===== config.mk =====
export PLATFORM = sky130hd
export DESIGN_NAME = rv_load_store_unit
export DESIGN_NICKNAME = d
export VERILOG_FILES = /design/src/rtl/rv_load_store_unit.sv
export SDC_FILE = /design/constraint.sdc
export NUM_CORES = 1
export LEC_CHECK = 0
export CAP_MARGIN = 20
export CORE_ASPECT_RATIO = 1.5
export CORE_MARGIN = 2
export CORE_UTILIZATION = 35
export DETAILED_ROUTE_END_ITERATION = 6
export PLACE_DENSITY_LB_ADDON = 0.08
export SLEW_MARGIN = 20
export SYNTH_ARGS = -nofsm -noshare
export SYNTH_HDL_FRONTEND = slang
export SYNTH_SLANG_ARGS = --single-unit

===== constraint.sdc =====
create_clock -name clk -period 1.4 [get_ports clk]
set_input_delay 0.14 -clock clk [delete_from_list [all_inputs] [get_ports clk]]
set_output_delay 0.14 -clock clk [all_outputs]
set_load 0.01 [all_outputs]

===== src/rtl/rv_load_store_unit.sv =====
// RV32I load/store unit: turns decoder memory controls into a single
// request/acknowledge word-bus access with byte-lane steering, store-data
// replication, load sign/zero extension, alignment checking and a bus
// timeout. Reports each access with a one-cycle done pulse qualified by err.
module rv_load_store_unit #(
   parameter int TIMEOUT_CYCLES = 16,
   parameter int CNT_W          = 5
) (
   input  logic        clk,
   input  logic        rst_n,
   input  logic        start,
   input  logic        data_r,
   input  logic        data_w,
   input  logic [1:0]  data_size,
   input  logic        unsigned_value,
   input  logic [31:0] addr,
   input  logic [31:0] store_data,
   output logic        bus_req,
   output logic        bus_we,
   output logic [31:0] bus_addr,
   output logic [3:0]  bus_be,
   output logic [31:0] bus_wdata,
   input  logic [31:0] bus_rdata,
   input  logic        bus_ack,
   output logic        busy,
   output logic        done,
   output logic        err,
   output logic [31:0] rd_data
);

   typedef enum logic [1:0] {IDLE, BUS, RESP} state_t;

   state_t           state_reg, state_next;
   logic [CNT_W-1:0] cnt_reg, cnt_next;
   logic             err_reg, err_next;

   logic             we_reg;
   logic [31:0]      addr_reg;
   logic [3:0]       be_reg;
   logic [31:0]      wdata_reg;
   logic [31:0]      rd_data_reg;
   logic [1:0]       size_reg;
   logic [1:0]       off_reg;
   logic             uns_reg;

   logic             req_seen;
   logic             bad_req;
   logic             misaligned;
   logic [3:0]       be_calc;
   logic [31:0]      wdata_calc;
   logic [7:0]       lane_byte;
   logic [15:0]      lane_half;
   logic [31:0]      load_ext;

   // A start only counts in IDLE and when it names a load or a store.
   assign req_seen = (state_reg == IDLE) && start && (data_r || data_w);

   // Request validity: conflict, illegal size or misalignment all fail early.
   always_comb begin
      misaligned = 1'b0;
      if (data_size == 2'b01) misaligned = addr[0];
      else if (data_size == 2'b10) misaligned = (addr[1:0] != 2'b00);
      bad_req = (data_r && data_w) || (data_size == 2'b11) || misaligned;
   end

   // Byte-enable and store-data steering from the incoming request.
   always_comb begin
      be_calc    = 4'b1111;
      wdata_calc = store_data;
      case (data_size)
         2'b00: begin
            be_calc    = 4'b0001 << addr[1:0];
            wdata_calc = {4{store_data[7:0]}};
         end
         2'b01: begin
            be_calc    = 4'b0011 << addr[1:0];
            wdata_calc = {2{store_data[15:0]}};
         end
         default: begin
            be_calc    = 4'b1111;
            wdata_calc = store_data;
         end
      endcase
   end

   // Load lane selection and extension from the latched offset and size.
   always_comb begin
      case (off_reg)
         2'b00:   lane_byte = bus_rdata[7:0];
         2'b01:   lane_byte = bus_rdata[15:8];
         2'b10:   lane_byte = bus_rdata[23:16];
         default: lane_byte = bus_rdata[31:24];
      endcase
      lane_half = off_reg[1] ? bus_rdata[31:16] : bus_rdata[15:0];
      case (size_reg)
         2'b00:   load_ext = uns_reg ? {24'h0, lane_byte} : {{24{lane_byte[7]}}, lane_byte};
         2'b01:   load_ext = uns_reg ? {16'h0, lane_half} : {{16{lane_half[15]}}, lane_half};
         default: load_ext = bus_rdata;
      endcase
   end

   // Next-state, timeout counter and error flag.
   always_comb begin
      state_next = state_reg;
      cnt_next   = cnt_reg;
      err_next   = err_reg;
      case (state_reg)
         IDLE: begin
            if (req_seen) begin
               cnt_next = '0;
               if (bad_req) begin
                  state_next = RESP;
                  err_next   = 1'b1;
               end else begin
                  state_next = BUS;
                  err_next   = 1'b0;
               end
            end
         end
         BUS: begin
            // An ack on the final allowed cycle still counts as success.
            if (bus_ack) begin
               state_next = RESP;
               err_next   = 1'b0;
               cnt_next   = '0;
            end else if (cnt_reg == CNT_W'(TIMEOUT_CYCLES - 1)) begin
               state_next = RESP;
               err_next   = 1'b1;
               cnt_next   = '0;
            end else begin
               cnt_next = cnt_reg + 1'b1;
            end
         end
         RESP: state_next = IDLE;
         default: state_next = IDLE;
      endcase
   end

   // Control state registers.
   always_ff @(posedge clk or negedge rst_n) begin
      if (!rst_n) begin
         state_reg <= IDLE;
         cnt_reg   <= '0;
         err_reg   <= 1'b0;
      end else begin
         state_reg <= state_next;
         cnt_reg   <= cnt_next;
         err_reg   <= err_next;
      end
   end

   // Bus-side latches on accepted start; load result capture on ack.
   always_ff @(posedge clk or negedge rst_n) begin
      if (!rst_n) begin
         we_reg      <= 1'b0;
         addr_reg    <= '0;
         be_reg      <= '0;
         wdata_reg   <= '0;
         rd_data_reg <= '0;
         size_reg    <= '0;
         off_reg     <= '0;
         uns_reg     <= 1'b0;
      end else begin
         if (req_seen && !bad_req) begin
            we_reg    <= data_w;
            addr_reg  <= {addr[31:2], 2'b00};
            be_reg    <= be_calc;
            wdata_reg <= wdata_calc;
            size_reg  <= data_size;
            off_reg   <= addr[1:0];
            uns_reg   <= unsigned_value;
         end
         if (state_reg == BUS && bus_ack && !we_reg) begin
            rd_data_reg <= load_ext;
         end
      end
   end

   assign bus_req   = (state_reg == BUS);
   assign bus_we    = we_reg;
   assign bus_addr  = addr_reg;
   assign bus_be    = be_reg;
   assign bus_wdata = wdata_reg;
   assign busy      = (state_reg != IDLE);
   assign done      = (state_reg == RESP);
   assign err       = done && err_reg;
   assign rd_data   = rd_data_reg;

endmodule


==> out/results.ini <==
[synth]
post-synth-top-area-fraction_pct=53.9
yosysMostFrequentCell=dfrtp_1
synth_edf_count=0
synth_compound_area_share_pct=11.8
synthAdderAreaFrac_pct=0.241
synth_area_leaders=dfrtp_1, mux2_2, mux2i_1
mappedNetlistArea_sq_um=5200
avgSynthCellArea_sq_um=10.8
synthMuxAreaShare_pct=15.4
ys_top_cells_by_count=dfrtp_1, nand2_1, mux2_2
ys_warn_count=0
ys_seq_area_share_pct=53.9
ys_async_sr_fraction_pct=100
synth_ff_type=dfrtp_1
synth_xor_xnor_area_share_pct=0.169
netlist_instances=483
synthSimpleGateAreaFrac_pct=13.9
synth-seq-cells=112
synth_top_family_by_area=multiplexers
yosysTopAreaCell=dfrtp_1
synth.distinct_cells=46

[die]
die_x_um=103
initial_utilization_pct=35.8
dieArea_sq_um=15900
core-area_sq_um=14500
die_h_um=153
placementRows=54
pin_count=210

[power]
power_density_nw_per_um2=1570
p_leak_nw=4.59
seqPwrFrac_pct=36.4
ir_drop_uv=694
p_sw_w=0.00488
p_sw_share_pct=34.2
p_clk_share_pct=18.6
power_frac_comb_pct=45.0
power.total_w=0.0143
p_int_w=0.00939

[drt]
drc=0
wl_per_cell_um=18.4
firstDrtPassIters=4
vias=4760
antenna_violating_nets_post_route=0
drt_iter0_markers=185
wl_mm=17.5
viasPerCell=5.01

[critical_path]
start_kind=flip-flop
crit_fanout=9
criticalPathCategory=flip-flop to flip-flop
arrival_ns=1.85
required_ns=1.62
worstSetupEndpointType=flip-flop

[global_routing]
grt_first_pass_wirelength_mm=26.4
grt.total_usage_pct=21.6
antenna_found_initial=0
grt-ovfl-total=0
grt_start_max_net_pins=38
grt_pass1_vias=4898

[cts]
htreeDepth=3
clock_path_buffers=2
cts-root-buf=clkbuf_16
clock_sinks=112
numCtsBuffers=9
insertion_delay_ns=0.34
cts_tree=yes
clk_pin_slew_ns=0.08

[timing]
rsz0062_at_grt=true
period_minus_slack_ns=1.62
setup_slack_ns=-0.225
worst_pin_slew_ns=0.642
setup_viol=105
drv_slew=0
worst_hold_slack_ns=0.269
max_slew_margin_pct=57.2
finalCritPeriodShare_pct=116
fmax_mhz=615
fin_skew_ns=0.00527
hold_viol_final=0

[placed_design]
postPlaceCellArea_sq_um=7850
placed_cells=911
gp_congestion=0.859
dp_hpwl_mm=12.0
portBuffers=207
dp_slack_ns=-0.381

[finish]
syn2layout_area_growth_pct=74.9
nFillCells=1255
layout.nets=856
final_cells=951
n_antenna_cell=0
final_cell_area_sq_um=9090
drive_above_1_share_pct=29.3
multi_input_comb_area_sq_um=2510
seqCellArea_sq_um=2800

[status]
violations=setup timing
outcome=complete, but fails checks

[worst_hold_path]
hold_class=primary input to async pin

[job]
drv_cap=0

==> power by group through the flow <==
stage | registers (W) | clock network, W | logic, W
floorplan | 0.00570 | 0 | 0.00191
global placement | 0.00517 | 0 | 0.00608
detailed placement | 0.00523 | 0 | 0.00615
CTS | 0.00518 | 0.00272 | 0.00619
global route | 0.00536 | 0.00290 | 0.00691
finish | 0.00519 | 0.00266 | 0.00642
==> worst max-delay path: stages (launching register included) <==
cell	delay (ns)
dfrtp_1	0.40
buf_6	0.13
nor3b_2	0.17
nand4_1	0.15
buf_8	0.21
buf_12	0.17
mux2_2	0.28
==> layer usage <==
layer / part of all wire, % / global-route usage (%) / vias up
met3: 5.9 / 4.66 / 29
met5: 0 / 0 / -
met1: 36 / 24.1 / 2348
met2: 55 / 39.9 / 145
met4: 3.1 / 6.58 / 0
li1: - / - / 2238
==> metrics by stage <==
step           setup TNS, ns  util (%)
3_5_place_dp          -34.71      54.1
3_3_place_gp          -33.80      54.1
4_1_cts               -14.93      59.1
6_report              -17.86      62.6
2_1_floorplan          -6.00         -
5_1_grt               -25.83      62.6
==> layout make-up <==
type                       instances  share of cell area [%]
tap                              196                    2.70
clock inverter                     6                   0.826
inverter                           4                   0.165
clock buffer                      10                    2.52
timing repair buffer             291                    35.3
multi-input combinational        332                    27.7
sequential                       112                    30.8
==> cells by family (layout without fill, tap and decap cells) <==
family          after synthesis  after routing
compound gates               99             99
xor+xnor                      1              1
fa+ha+maj                     1              1
buf+inv                      40            311
flops                       112            112
mux                          73             73
other cells                   1              2
simple gates                156            156
==> placed cells by master (no fill, tap or decap), types with 6 or more instances in the layout <==
master,instances
dfrtp_1,111
clkdlybuf4s50_1,106
dlygate4sd2_1,52
nand2_1,48
mux2_2,47
dlymetal6s2s_1,44
buf_4,42
nand3_1,32
mux2i_1,25
nor2_1,23
buf_6,22
o21ai_1,21
o21ai_0,18
a21oi_1,13
clkbuf_16,12
nand2_2,11
buf_12,11
a21oi_2,8
o21ai_2,7
buf_16,7
nand3b_1,6
nand2_4,6
==> what timing repair did <==
item	in CTS	in global routing
setup endpoints to repair	158	157
hold buffers	1	0
setup buffers	5	6
pin swaps	22	21
hold endpoints to repair	24	0
cloned	9	4
gates resized for setup	141	117
==> final timing paths <==
kind                                             to                     start  depth (start not counted)  slack [ns]
setup / recovery            size_reg[0]$_DFFE_PN0P_  state_reg[0]$_DFFE_PN0P_                          6       -0.22
hold / removal               cnt_reg[1]$_DFFE_PN0P_                     rst_n                          2        0.27
setup reg to reg            size_reg[0]$_DFFE_PN0P_  state_reg[0]$_DFFE_PN0P_                          6       -0.22
hold reg to reg               bus_be[1]$_DFFE_PN0P_     bus_be[1]$_DFFE_PN0P_                          2        0.47
max in group asynchronous   rd_data[23]$_DFFE_PN0P_                     rst_n                          3        0.54
min in group clk           bus_addr[24]$_DFFE_PN0P_                  addr[24]                          2        0.40
Note: power is estimated with default switching activity, not from simulation.
==> edit: new RTL, same flow settings <==
Reset style: synchronous (`rst_n`), changed in 2 clocked blocks.
--- a/src/rtl/rv_load_store_unit.sv
+++ b/src/rtl/rv_load_store_unit.sv
@@ -137,7 +137,7 @@
    end
 
    // Control state registers.
-   always_ff @(posedge clk or negedge rst_n) begin
+   always_ff @(posedge clk) begin
       if (!rst_n) begin
          state_reg <= IDLE;
          cnt_reg   <= '0;
@@ -150,7 +150,7 @@
    end
 
    // Bus-side latches on accepted start; load result capture on ack.
-   always_ff @(posedge clk or negedge rst_n) begin
+   always_ff @(posedge clk) begin
       if (!rst_n) begin
          we_reg      <= 1'b0;
          addr_reg    <= '0;
Formal check against the unedited RTL: differs if rst_n is asserted again (counterexample within 4 cycles, from zero or initial values and one cycle with rst_n low); with rst_n held inactive, the same outputs for 10 cycles.
==> edit against the unedited design <==
- the flow still finishes with violations (negative setup slack)
- non-clock buffer count rose by 13
- worst setup slack improved by 0.080 ns
- routed wire length rose by 13%
- count of clock-buffer cells in the layout fell by 1
- cell area rose by 0.67%
- area after synthesis rose by 0.29%
- hold slack got worse by 0.030 ns
- fmax rose by 5.2%
- sequential share of layout area fell by 6.1 points
- sequential cell count did not move
- critical path type unchanged
Power is not compared: it rests on default switching activity, and its combinational part moved more than twofold at a synthesized area within 25%.
==> edit: results (changes against the unedited design) <==
Post-synth ARST share 0 (-1.00); Placed Cells 1028 (+13%); prevailing post-synth register cell dfxtp_1; placed wire-length estimate 13900 µm (+16%); failing checks negative setup slack; Arrival @ worst endpoint 1.78 ns (-0.07 ns); vias in the first global route 5785 (+18%); met2 WL 10700 µm (+11%); first-pass GRT wire length 30200 µm (+15%); wl on met1 7180 µm (+14%); GRT Util Overall 0.238 (+0.0221); Vias/cell 5.19 (+3.7%); Fin Clk Skew 0.00732 ns (+0.00206 ns); most frequent cells after synthesis nand2_1 (143), dfxtp_1 (112), a21boi_1 (47); met1 usage 0.246 (+0.00510); Worst R2R Start size_reg[1]$_SDFFE_PN0P_; largest net degree at the start of global routing 30 (-21%); run status finished, violations left; Final WS setup -0.145 ns (+0.0800 ns); Relative slew margins 0.670 (+0.0981); met3 WL post-DR 1180 µm (+14%); initial DRC count 145 (-22%); final wirelength 19900 µm (+13%); nets 978 (+14%); crit-path max FO 6 (-3); HP Class in2reg; Post-DP Area 7840 µm² (-0.22%); Final Setup Violations 105 (unchanged)
-- edit: repair_timing --
action / in CTS / in global routing
buffers inserted: 17 / 11
resized for setup: 139 / 130
pin swaps: 12 / 34
setup endpoints to repair: 136 / 171
cloned: 5 / 2
-- edit: logic make-up after synthesis --
logic type / synth area share
XOR/XNOR: 0.00336
buffers and inverters: 0.0607
flip-flops: 0.430
AND/OR/NAND/NOR: 0.180
multiplexers: 0.0528
other: 0.000720
adder cells (fa/ha/maj): 0.00240
AO/OA/AOI/OAI: 0.270
-- edit: layout make-up --
cell class,count,share of cell area
multi-input cells,440,0.343
clock buffers,9,0.0246
repair buffers,304,0.343
clock inverters,7,0.0123
well taps,196,0.0268
inverters,5,0.00205
flip-flops and latches,112,0.248
-- edit: power by group --
part,switching (µW),internal (µW)
combinational,745,911
clock,1290,1610
sequential,86.7,3310
total,2120,5830
-- edit: worst max-delay path, delay by kind of cell, from the launching register on --
family                 cells  cell delay [ns]
DFF                        1             0.38
AOI/OAI and AO/OA          3             0.38
and+or+nand+nor            1             0.55
buffers and inverters      1             0.14
-- edit: through the flow --
step                setup slack (ns)  hold slack [ns]
floorplan                    -0.0110            0.275
global placement              -0.419            0.420
detailed placement            -0.437            0.435
CTS                           -0.148            0.207
global route                  -0.218            0.257
finish                        -0.145            0.239
-- edit: worst paths after layout --
kind | end | slack (ns) | depth (start not counted)
setup / recovery | rd_data[1]$_SDFFE_PN0P_ | -0.14 | 5
hold / removal | rd_data[7]$_SDFFE_PN0P_ | 0.24 | 3
setup reg to reg | rd_data[1]$_SDFFE_PN0P_ | -0.14 | 5
hold reg to reg | bus_addr[14]$_SDFFE_PN0P_ | 0.45 | 2
